<file path="config.mk">
export PLATFORM = sky130hd
export DESIGN_NAME = wb_queue_unit_flat
export DESIGN_NICKNAME = d
export VERILOG_FILES = /design/src/rtl/wb_queue_unit_pkg.sv /design/src/rtl/wb_queue_unit_if.sv /design/src/rtl/wb_queue_unit_fifo.sv /design/src/rtl/wb_queue_unit.sv /design/src/flat_wrapper.sv
export SDC_FILE = /design/constraint.sdc
export NUM_CORES = 1
export LEC_CHECK = 0
export ABC_CLOCK_PERIOD_IN_PS = 2710
export CAP_MARGIN = 20
export CORE_MARGIN = 3
export CORE_UTILIZATION = 51
export DETAILED_ROUTE_END_ITERATION = 10
export PLACE_DENSITY = 0.76
export SYNTH_ARGS = -nofsm -noshare
export SYNTH_HDL_FRONTEND = slang
export SYNTH_SLANG_ARGS = --single-unit
</file>
<file path="constraint.sdc">
create_clock -name clk -period 2.71 [get_ports clk]
set_input_delay 0.271 -clock clk [delete_from_list [all_inputs] [get_ports clk]]
set_output_delay 0.271 -clock clk [all_outputs]
set_load 0.02 [all_outputs]
</file>
<file path="src/rtl/wb_queue_unit_pkg.sv">
// Shared definitions for the writeback queue unit.
//   - default datapath widths
//   - OP_* opcode values
//   - WB_ST_* FSM state encodings
//   - WB_TGT_* retirement targets and the opcode classifier
package wb_queue_unit_pkg;

  localparam int WB_DATA_W = 14;
  localparam int WB_ADDR_W = 12;
  localparam int WB_OP_W   = 4;

  typedef logic [WB_OP_W-1:0] opcode_t;

  localparam opcode_t OP_MOV_SA  = 4'h1;
  localparam opcode_t OP_MOV_SR  = 4'h2;
  localparam opcode_t OP_MOV_BIO = 4'h3;
  localparam opcode_t OP_INC_SR  = 4'h4;
  localparam opcode_t OP_INC_BIO = 4'h5;

  typedef enum logic [1:0] {
    WB_ST_IDLE     = 2'd0,
    WB_ST_GPR_WR   = 2'd1,
    WB_ST_RAM_WAIT = 2'd2
  } wb_state_e;

  typedef enum logic [1:0] {
    WB_TGT_GPR = 2'd0,
    WB_TGT_RAM = 2'd1,
    WB_TGT_BAD = 2'd2
  } wb_tgt_e;

  // Where a queued entry retires; unknown opcodes are dropped as BAD.
  function automatic wb_tgt_e wb_classify(input opcode_t op);
    case (op)
      OP_MOV_SR, OP_MOV_BIO, OP_INC_BIO: return WB_TGT_RAM;
      OP_MOV_SA, OP_INC_SR:              return WB_TGT_GPR;
      default:                           return WB_TGT_BAD;
    endcase
  endfunction

endpackage

</file>
<file path="src/rtl/wb_queue_unit_if.sv">
// Writeback bus bundle: execute-side push handshake plus GPR and RAM write ports.
//   master : environment view (execute stage, GPR file, RAM)
//   slave  : writeback unit view
interface wb_queue_unit_if #(
  parameter int DATA_W = 14,
  parameter int ADDR_W = 12,
  parameter int OP_W   = 4
);
  logic                           in_valid;
  logic [DATA_W+ADDR_W+OP_W-1:0]  in_data;   // {data, addr, opcode}
  logic                           in_ready;
  logic                           gpr_wr;
  logic [DATA_W-1:0]              gpr_data;
  logic [ADDR_W-1:0]              gpr_addr;
  logic                           ram_wr;
  logic                           ram_grant;
  logic [DATA_W-1:0]              ram_data;
  logic [ADDR_W-1:0]              ram_addr;

  modport master (
    output in_valid, in_data, ram_grant,
    input  in_ready, gpr_wr, gpr_data, gpr_addr, ram_wr, ram_data, ram_addr
  );

  modport slave (
    input  in_valid, in_data, ram_grant,
    output in_ready, gpr_wr, gpr_data, gpr_addr, ram_wr, ram_data, ram_addr
  );
endinterface

</file>
<file path="src/rtl/wb_queue_unit_fifo.sv">
// wb_fifo: DEPTH-entry queue with a registered head.
//   push/wr_data      : write when push && !full (ignored during flush)
//   pop               : consume the head; only honoured while head_valid
//   head_data/valid   : registered copy of the oldest entry, valid one edge
//                       after that entry is in the array and at the head
//   full/empty/count  : occupancy, count includes the head entry
//   flush             : synchronous clear of pointers and head
module wb_fifo #(
  parameter int W     = 8,
  parameter int DEPTH = 4
) (
  input  logic                   clk,
  input  logic                   reset_n,
  input  logic                   flush,
  input  logic                   push,
  input  logic                   pop,
  input  logic [W-1:0]           wr_data,
  output logic [W-1:0]           head_data,
  output logic                   head_valid,
  output logic                   full,
  output logic                   empty,
  output logic [$clog2(DEPTH):0] count
);

  localparam int PW = $clog2(DEPTH);
  localparam logic [PW:0] DEPTH_C = DEPTH[PW:0];

  logic [W-1:0]  mem [DEPTH];
  logic [PW-1:0] wr_ptr, rd_ptr, rd_ptr_nxt;
  logic [PW:0]   count_q, count_after_pop;
  logic          push_ok, pop_ok;

  assign full            = (count_q == DEPTH_C);
  assign empty           = (count_q == '0);
  assign count           = count_q;
  assign push_ok         = push && !full && !flush;
  assign pop_ok          = pop && head_valid && !flush;
  assign rd_ptr_nxt      = pop_ok ? rd_ptr + 1'b1 : rd_ptr;
  assign count_after_pop = count_q - {{PW{1'b0}}, pop_ok};

  // NOTE: the storage array has no reset; only entries covered by count are
  // ever read, so clearing it would cost flops and buy nothing.
  always_ff @(posedge clk) begin
    if (push_ok) mem[wr_ptr] <= wr_data;
  end

  // NOTE: state registers use non-blocking assignment so every flop samples
  // pre-edge values regardless of process evaluation order.
  always_ff @(posedge clk or negedge reset_n) begin
    if (!reset_n) begin
      wr_ptr  <= '0;
      rd_ptr  <= '0;
      count_q <= '0;
    end else if (flush) begin
      wr_ptr  <= '0;
      rd_ptr  <= '0;
      count_q <= '0;
    end else begin
      if (push_ok) wr_ptr <= wr_ptr + 1'b1;
      rd_ptr  <= rd_ptr_nxt;
      count_q <= count_q + {{PW{1'b0}}, push_ok} - {{PW{1'b0}}, pop_ok};
    end
  end

  // The head register tracks the entry that will be at rd_ptr after this edge.
  // An entry written at this same edge is not visible yet, which is what puts
  // one edge between a push and the head becoming valid.
  always_ff @(posedge clk or negedge reset_n) begin
    if (!reset_n) begin
      head_valid <= 1'b0;
      head_data  <= '0;
    end else if (flush) begin
      head_valid <= 1'b0;
    end else begin
      head_valid <= (count_after_pop != '0);
      head_data  <= mem[rd_ptr_nxt];
    end
  end

endmodule

</file>
<file path="src/rtl/wb_queue_unit.sv">
// wb_queue_unit: CPU writeback stage.
// Buffers {data, addr, opcode} entries from execute and retires them in order
// to the GPR file (one-cycle strobe) or RAM (request held until grant, dropped
// after TIMEOUT_CYC wait cycles; 0 waits forever).
//   clk, reset_n : clock, asynchronous active-low reset
//   flush        : synchronous discard of queue and in-flight operation
//   bus (slave)  : in_valid/in_data/in_ready, gpr_*, ram_wr/ram_grant/ram_*
//   q_count      : occupied queue entries
//   q_empty      : queue empty and FSM idle
//   err_timeout  : one-cycle pulse, RAM entry dropped for lack of grant
//   err_badop    : one-cycle pulse, entry with unknown opcode dropped
module wb_queue_unit
  import wb_queue_unit_pkg::*;
#(
  parameter int DATA_W      = WB_DATA_W,
  parameter int ADDR_W      = WB_ADDR_W,
  parameter int OP_W        = WB_OP_W,
  parameter int DEPTH       = 4,
  parameter int TIMEOUT_CYC = 16
) (
  input  logic                   clk,
  input  logic                   reset_n,
  input  logic                   flush,
  wb_queue_unit_if.slave         bus,
  output logic [$clog2(DEPTH):0] q_count,
  output logic                   q_empty,
  output logic                   err_timeout,
  output logic                   err_badop
);

  localparam int ENT_W = DATA_W + ADDR_W + OP_W;
  localparam int TW    = (TIMEOUT_CYC > 1) ? $clog2(TIMEOUT_CYC) : 1;
  localparam logic [TW-1:0] WAIT_LAST = TW'(TIMEOUT_CYC - 1);

  wb_state_e         state_q, state_d;
  logic [ENT_W-1:0]  head_q;
  logic              head_valid, fifo_full, fifo_empty;
  logic [DATA_W-1:0] head_d;
  logic [ADDR_W-1:0] head_a;
  logic [OP_W-1:0]   head_op;
  wb_tgt_e           head_tgt;
  logic              pop, timeout_hit;
  logic [TW-1:0]     wait_cnt;
  logic [DATA_W-1:0] gpr_data_q, ram_data_q;
  logic [ADDR_W-1:0] gpr_addr_q, ram_addr_q;
  logic              gpr_wr_c, ram_wr_c;

  wb_fifo #(.W(ENT_W), .DEPTH(DEPTH)) u_fifo (
    .clk        (clk),
    .reset_n    (reset_n),
    .flush      (flush),
    .push       (bus.in_valid),
    .pop        (pop),
    .wr_data    (bus.in_data),
    .head_data  (head_q),
    .head_valid (head_valid),
    .full       (fifo_full),
    .empty      (fifo_empty),
    .count      (q_count)
  );

  assign head_d   = head_q[ENT_W-1 -: DATA_W];
  assign head_a   = head_q[OP_W +: ADDR_W];
  assign head_op  = head_q[OP_W-1:0];
  assign head_tgt = wb_classify(opcode_t'(head_op));

  // The head is taken only from IDLE; BAD entries are consumed without
  // leaving IDLE so the next entry can be taken one cycle later.
  assign pop         = (state_q == WB_ST_IDLE) && head_valid && !flush;
  assign timeout_hit = (TIMEOUT_CYC != 0) && (wait_cnt == WAIT_LAST);

  always_ff @(posedge clk or negedge reset_n) begin
    if (!reset_n) state_q <= WB_ST_IDLE;
    else          state_q <= state_d;
  end

  // NOTE: a default assignment ahead of the case keeps every path assigned,
  // so no latch is inferred.
  always_comb begin
    state_d = state_q;
    if (flush) begin
      state_d = WB_ST_IDLE;
    end else begin
      case (state_q)
        WB_ST_IDLE: begin
          if (pop) begin
            case (head_tgt)
              WB_TGT_GPR: state_d = WB_ST_GPR_WR;
              WB_TGT_RAM: state_d = WB_ST_RAM_WAIT;
              default:    state_d = WB_ST_IDLE;
            endcase
          end
        end
        WB_ST_GPR_WR:   state_d = WB_ST_IDLE;
        WB_ST_RAM_WAIT: if (bus.ram_grant || timeout_hit) state_d = WB_ST_IDLE;
        default:        state_d = WB_ST_IDLE;
      endcase
    end
  end

  // Strobes come straight from the state register, so an asynchronous reset
  // withdraws them immediately.
  always_comb begin
    gpr_wr_c = 1'b0;
    ram_wr_c = 1'b0;
    case (state_q)
      WB_ST_GPR_WR:   gpr_wr_c = 1'b1;
      WB_ST_RAM_WAIT: ram_wr_c = 1'b1;
      default: ;
    endcase
  end

  // Data registers load only when an entry is dispatched and otherwise hold.
  always_ff @(posedge clk or negedge reset_n) begin
    if (!reset_n) begin
      gpr_data_q  <= '0;
      gpr_addr_q  <= '0;
      ram_data_q  <= '0;
      ram_addr_q  <= '0;
      wait_cnt    <= '0;
      err_timeout <= 1'b0;
      err_badop   <= 1'b0;
    end else begin
      if (pop && head_tgt == WB_TGT_GPR) begin
        gpr_data_q <= head_d;
        gpr_addr_q <= head_a;
      end
      if (pop && head_tgt == WB_TGT_RAM) begin
        ram_data_q <= head_d;
        ram_addr_q <= head_a;
      end
      // Counts completed wait cycles; zero whenever not waiting, so every
      // RAM entry starts its timeout window fresh.
      if (state_q == WB_ST_RAM_WAIT && !flush && !bus.ram_grant && !timeout_hit)
        wait_cnt <= wait_cnt + 1'b1;
      else
        wait_cnt <= '0;
      // A grant in the final wait cycle wins over the timeout; flush never
      // reports errors.
      err_timeout <= (state_q == WB_ST_RAM_WAIT) && !flush && !bus.ram_grant && timeout_hit;
      err_badop   <= pop && (head_tgt == WB_TGT_BAD);
    end
  end

  assign bus.in_ready = !fifo_full;
  assign bus.gpr_wr   = gpr_wr_c;
  assign bus.gpr_data = gpr_data_q;
  assign bus.gpr_addr = gpr_addr_q;
  assign bus.ram_wr   = ram_wr_c;
  assign bus.ram_data = ram_data_q;
  assign bus.ram_addr = ram_addr_q;
  assign q_empty      = fifo_empty && (state_q == WB_ST_IDLE);

endmodule

</file>
<file path="src/flat_wrapper.sv">
// flat-port wrapper written by rule: the top's interface ports become plain ports
module wb_queue_unit_flat import wb_queue_unit_pkg::*;
#(
  parameter int DATA_W      = WB_DATA_W,
  parameter int ADDR_W      = WB_ADDR_W,
  parameter int OP_W        = WB_OP_W,
  parameter int DEPTH       = 4,
  parameter int TIMEOUT_CYC = 16
)
  (clk, reset_n, flush, q_count, q_empty, err_timeout, err_badop, bus_in_valid, bus_in_data, bus_ram_grant, bus_in_ready, bus_gpr_wr, bus_gpr_data, bus_gpr_addr, bus_ram_wr, bus_ram_data, bus_ram_addr);
  wb_queue_unit_if #(.DATA_W(DATA_W), .ADDR_W(ADDR_W), .OP_W(OP_W)) bus_i ();
  input  logic clk;
  input  logic reset_n;
  input  logic flush;
  output logic [$clog2(DEPTH):0] q_count;
  output logic q_empty;
  output logic err_timeout;
  output logic err_badop;
  input wire logic [$bits(bus_i.in_valid)-1:0] bus_in_valid;
  input wire logic [$bits(bus_i.in_data)-1:0] bus_in_data;
  input wire logic [$bits(bus_i.ram_grant)-1:0] bus_ram_grant;
  output wire logic [$bits(bus_i.in_ready)-1:0] bus_in_ready;
  output wire logic [$bits(bus_i.gpr_wr)-1:0] bus_gpr_wr;
  output wire logic [$bits(bus_i.gpr_data)-1:0] bus_gpr_data;
  output wire logic [$bits(bus_i.gpr_addr)-1:0] bus_gpr_addr;
  output wire logic [$bits(bus_i.ram_wr)-1:0] bus_ram_wr;
  output wire logic [$bits(bus_i.ram_data)-1:0] bus_ram_data;
  output wire logic [$bits(bus_i.ram_addr)-1:0] bus_ram_addr;
  assign bus_i.in_valid = bus_in_valid;
  assign bus_i.in_data = bus_in_data;
  assign bus_i.ram_grant = bus_ram_grant;
  assign bus_in_ready = bus_i.in_ready;
  assign bus_gpr_wr = bus_i.gpr_wr;
  assign bus_gpr_data = bus_i.gpr_data;
  assign bus_gpr_addr = bus_i.gpr_addr;
  assign bus_ram_wr = bus_i.ram_wr;
  assign bus_ram_data = bus_i.ram_data;
  assign bus_ram_addr = bus_i.ram_addr;
  wb_queue_unit #(.DATA_W(DATA_W), .ADDR_W(ADDR_W), .OP_W(OP_W), .DEPTH(DEPTH), .TIMEOUT_CYC(TIMEOUT_CYC)) u_core (.clk(clk), .reset_n(reset_n), .flush(flush), .bus(bus_i), .q_count(q_count), .q_empty(q_empty), .err_timeout(err_timeout), .err_badop(err_badop));
endmodule
</file>
==> flow_metrics.env <==
export IMPL_outcome="complete, no violations"
export IMPL_cp_slowest_cell="or4b_4"
export IMPL_core_area_um2=17500
export IMPL_ios=96
export IMPL_synthTopCellsByCount="184 x nand2_1, 120 x edfxtp_1, 98 x dfrtp_1, 60 x a32oi_1, 52 x mux2_2"
export IMPL_pwr_share_comb_pct=30.2
export IMPL_grt_max_degree=94
export IMPL_reg2regPathDepth=5
export IMPL_clkPwrFrac_pct=27.4
export IMPL_worstPathArrival_ns=2.98
export IMPL_start_util_pct=52.9
export IMPL_ir_drop_mv=0.724
export IMPL_area_growth_syn_to_layout_pct=21.2
export IMPL_grt_use_total_pct=21.7
export IMPL_synth_area_leader_cell="edfxtp_1"
export IMPL_hold_depth=3
export IMPL_hold_end="u_core.u_fifo.count[0]$_DFF_PN0_"
export IMPL_power_density_nw_per_um2=987
export IMPL_p_leak_nw=4.62
export IMPL_setup_viol=0
export IMPL_synthDistinctLibCells=30
export IMPL_fin_ws_ns=0.104
export IMPL_io_buffers=95
export IMPL_maxSlewViolCount=0
export IMPL_rsz0062_at_grt="no"
export IMPL_period_needed_ns=2.61
export IMPL_ant_nets=0
export IMPL_maxCapViolCount=0
export IMPL_crit_family="simple AND/OR/NAND/NOR gates"
export IMPL_crit_type="reg2reg"
export IMPL_synth_top_family_by_area="simple AND/OR/NAND/NOR gates"
export IMPL_critPathCaptureType="flop"
export IMPL_clk_latency_ns=0.50
export IMPL_synthAdderAreaFrac_pct=1.16
export IMPL_crit_path_frequent_cell="buf_4"
export IMPL_synth_area_um2=9280
export IMPL_worstHoldStart="flush"
export IMPL_cts_tree="built"
export IMPL_rrSetupSlack_ns=0.10
export IMPL_antenna_found_initial=0
export IMPL_viasPerCell=5.99
export IMPL_htree_levels=1
export IMPL_diodes=0
export IMPL_clk_path_buf_depth=3
export IMPL_synth_edf_count=120
export IMPL_cts_sinks=218
export IMPL_yosysSeqAreaShare_pct=65.3
export IMPL_fin_worst_skew_ns=0.00727
export IMPL_layout_drive_gt1_share_pct=13.9
export IMPL_grt_pass1_vias=6926
export IMPL_dieHeight_um=141
export IMPL_hold_class="in2reg"
export IMPL_ys_top_cells_by_area="edfxtp_1 39%, dfrtp_1 26%, nand2_1 7.4%"
export IMPL_vias=6482
export IMPL_synth_mux_area_share_pct=9.55
export IMPL_synth_flop_cell="edfxtp_1"
export IMPL_synthSimpleGateAreaFrac_pct=13.5
export IMPL_nets=884
export IMPL_p_seq_share_pct=42.4
export IMPL_netlist_instances=744
export IMPL_swShare_pct=31.0
export IMPL_start_kind="flop"
export IMPL_hpwl_mm=13.1
export IMPL_wirelength_mm=21.7
export IMPL_cts_buffers=23
export IMPL_slew_limit_headroom_pct=35.0
export IMPL_path_clk_slew_ns=0.06
export IMPL_synth_xor_area_share_pct=0.850
export IMPL_grt_pass1_wl_mm=34.6
export IMPL_dpl_cell_area_um2=10500
export IMPL_tightest_slew_ns=0.976
export IMPL_critPathMaxStageDelay_ns=0.57
export IMPL_place_congestion=0.737
export IMPL_finalInstanceArea_um2=11200
export IMPL_r2r_end="u_core.bus.gpr_data[2]$_DFFE_PN0P_"
export IMPL_pre_cts_ws_ns=0.102
export IMPL_drt_iter0_markers=537
export IMPL_cts_root_buf="clkbuf_16"
export IMPL_syn_num_nets=787
export IMPL_cp_cell_sequence="or4b_4, buf_4, nor4_4, buf_4, mux2_2"
export IMPL_gr_total_overflow=0
export IMPL_worstPathRequired_ns=3.08
export IMPL_cp_buffers_inverters=2
export IMPL_ys_seq_elements=218
export IMPL_dr_pass1_iters=5
export IMPL_p_int_mw=7.65
export IMPL_r2r_start="u_core.state_q[1]$_DFFE_PN0P_"
export IMPL_avgSynthCellArea_um2=12.5
export IMPL_fin_hold_ws_ns=0.198
export IMPL_fin_crit_sh_pct=96.2
export IMPL_yosysMostFrequentCell="nand2_1"
export IMPL_route_detailed_drc=0
export IMPL_rows=48
export IMPL_crit_path_max_fanout=43
export IMPL_wl_per_cell_um=20.1
export IMPL_synth_top_area_share_pct=38.8
export IMPL_die_area_um2=19800
export IMPL_synth_compound_area_share_pct=6.01
export IMPL_max_clock_freq_mhz=384
export IMPL_yosys_warnings=0
export IMPL_hold_viol_final=0
export IMPL_setup_tns_final_ns=0
export IMPL_power_switching_mw=3.44
export IMPL_async_flop_share_pct=45.0
export IMPL_fp_dieW_um=141
power groups by stage:
| stage | Clock (mW) | Sequential [mW] | Combinational (mW) |
|---|---|---|---|
| 6_report | 3.04 | 4.71 | 3.35 |
| 2_1_floorplan | 0 | 5.13 | 1.53 |
| 3_3_place_gp | 0 | 4.70 | 3.22 |
| 4_1_cts | 3.09 | 4.71 | 3.37 |
| 5_1_grt | 3.21 | 4.81 | 3.61 |
| 3_5_place_dp | 0 | 4.76 | 3.35 |
cell type report:
type | count | area, um^2
Inverter | 37 | 139
Tap cell | 225 | 282
Timing Repair Buffer | 117 | 1130
Clock inverter | 9 | 95.1
Fill cell | 1253 | 6290
Multi-Input combinational cell | 444 | 2910
Clock buffer | 32 | 639
Sequential cell | 218 | 6060
metal layers:
layer | track usage (%) | up-vias | wire length (um)
met1 | 27.1 | 3258 | 8410
met5 | 0 | - | 0
met2 | 37.4 | 302 | 10900
met4 | 10.8 | 0 | 788
met3 | 2.99 | 62 | 1590
li1 | - | 2860 | -
cell usage in the layout, fill, tap and decap left out, drive strengths merged, types with 2 or more instances in the layout:
| master | count |
|---|---|
| buf | 23 |
| a21oi | 5 |
| nor2 | 13 |
| mux2i | 30 |
| bufinv | 2 |
| clkinv | 6 |
| edfxtp | 120 |
| ha | 7 |
| mux2 | 52 |
| a32oi | 60 |
| dfrtp | 98 |
| xnor2 | 6 |
| nand3 | 34 |
| and2 | 4 |
| clkbuf | 32 |
| and3 | 30 |
| clkdlybuf4s50 | 93 |
| nor2b | 3 |
| inv | 38 |
| and3b | 2 |
| xor2 | 3 |
| nor3b | 2 |
| nor3 | 3 |
| nand2 | 184 |
sequential cells by signal, indices dropped and copies added (netlist names):
| register | flops |
|---|---|
| u_core.u_fifo.mem | 120 |
| u_core.state_q | 2 |
| u_core.bus.gpr_data | 14 |
| u_core.bus.ram_addr | 12 |
| u_core.u_fifo.count | 3 |
| u_core.u_fifo.rd_ptr | 2 |
| u_core.bus.gpr_addr | 12 |
| u_core.err_badop | 1 |
| u_core.bus.ram_data | 14 |
| u_core.err_timeout | 1 |
| u_core.u_fifo.head_data | 30 |
| u_core.wait_cnt | 4 |
| u_core.u_fifo.head_valid | 1 |
| u_core.u_fifo.wr_ptr | 2 |
through the flow:
stage | power [mW] | cells | util (%)
after floorplan | 6.66 | 744 | -
after global placement | 7.92 | 1040 | 59.8
after detailed placement | 8.11 | 1040 | 59.8
after CTS | 11.2 | 1082 | 64.1
after global routing | 11.6 | 1082 | 64.1
final | 11.1 | 1082 | 64.1
how the worst max path moves through the flow:
stage / slack, ns / cells after the start / to / from
floorplan: 0.03 / 13 / u_core.u_fifo.count[2]$_DFF_PN0_ / u_core.state_q[1]$_DFFE_PN0P_
global placement: 0.17 / 5 / u_core.bus.gpr_addr[11]$_DFFE_PN0P_ / u_core.state_q[1]$_DFFE_PN0P_
detailed placement: 0.10 / 12 / u_core.u_fifo.count[2]$_DFF_PN0_ / u_core.u_fifo.count[1]$_DFF_PN0_
CTS: 0.08 / 12 / u_core.u_fifo.count[2]$_DFF_PN0_ / u_core.u_fifo.count[1]$_DFF_PN0_
global route: 0.03 / 5 / u_core.bus.gpr_addr[9]$_DFFE_PN0P_ / u_core.state_q[1]$_DFFE_PN0P_
finish: 0.10 / 5 / u_core.bus.gpr_data[2]$_DFFE_PN0P_ / u_core.state_q[1]$_DFFE_PN0P_
worst min-delay path, delay by kind of cell:
kind	cells	cell delay (ns)
buffers and inverters	2	0.31
and+or+nand+nor	1	0.06
timing repair:
| action | CTS | global route |
|---|---|---|
| setup buffers | 0 | 0 |
| hold buffers | 1 | 0 |
| hold endpoints to repair | 46 | 0 |
| endpoints found under the setup margin | 0 | 19 |
| resized for setup | 0 | 4 |
cell families after synthesis:
kind of cell             after synthesis
buffers and inverters                 82
XOR/XNOR                               9
flip-flops                           218
AND/OR/NAND/NOR                      279
adder cells (fa/ha/maj)                8
AO/OA/AOI/OAI                         66
multiplexers                          82
Power figures use the tool's default switching activity.
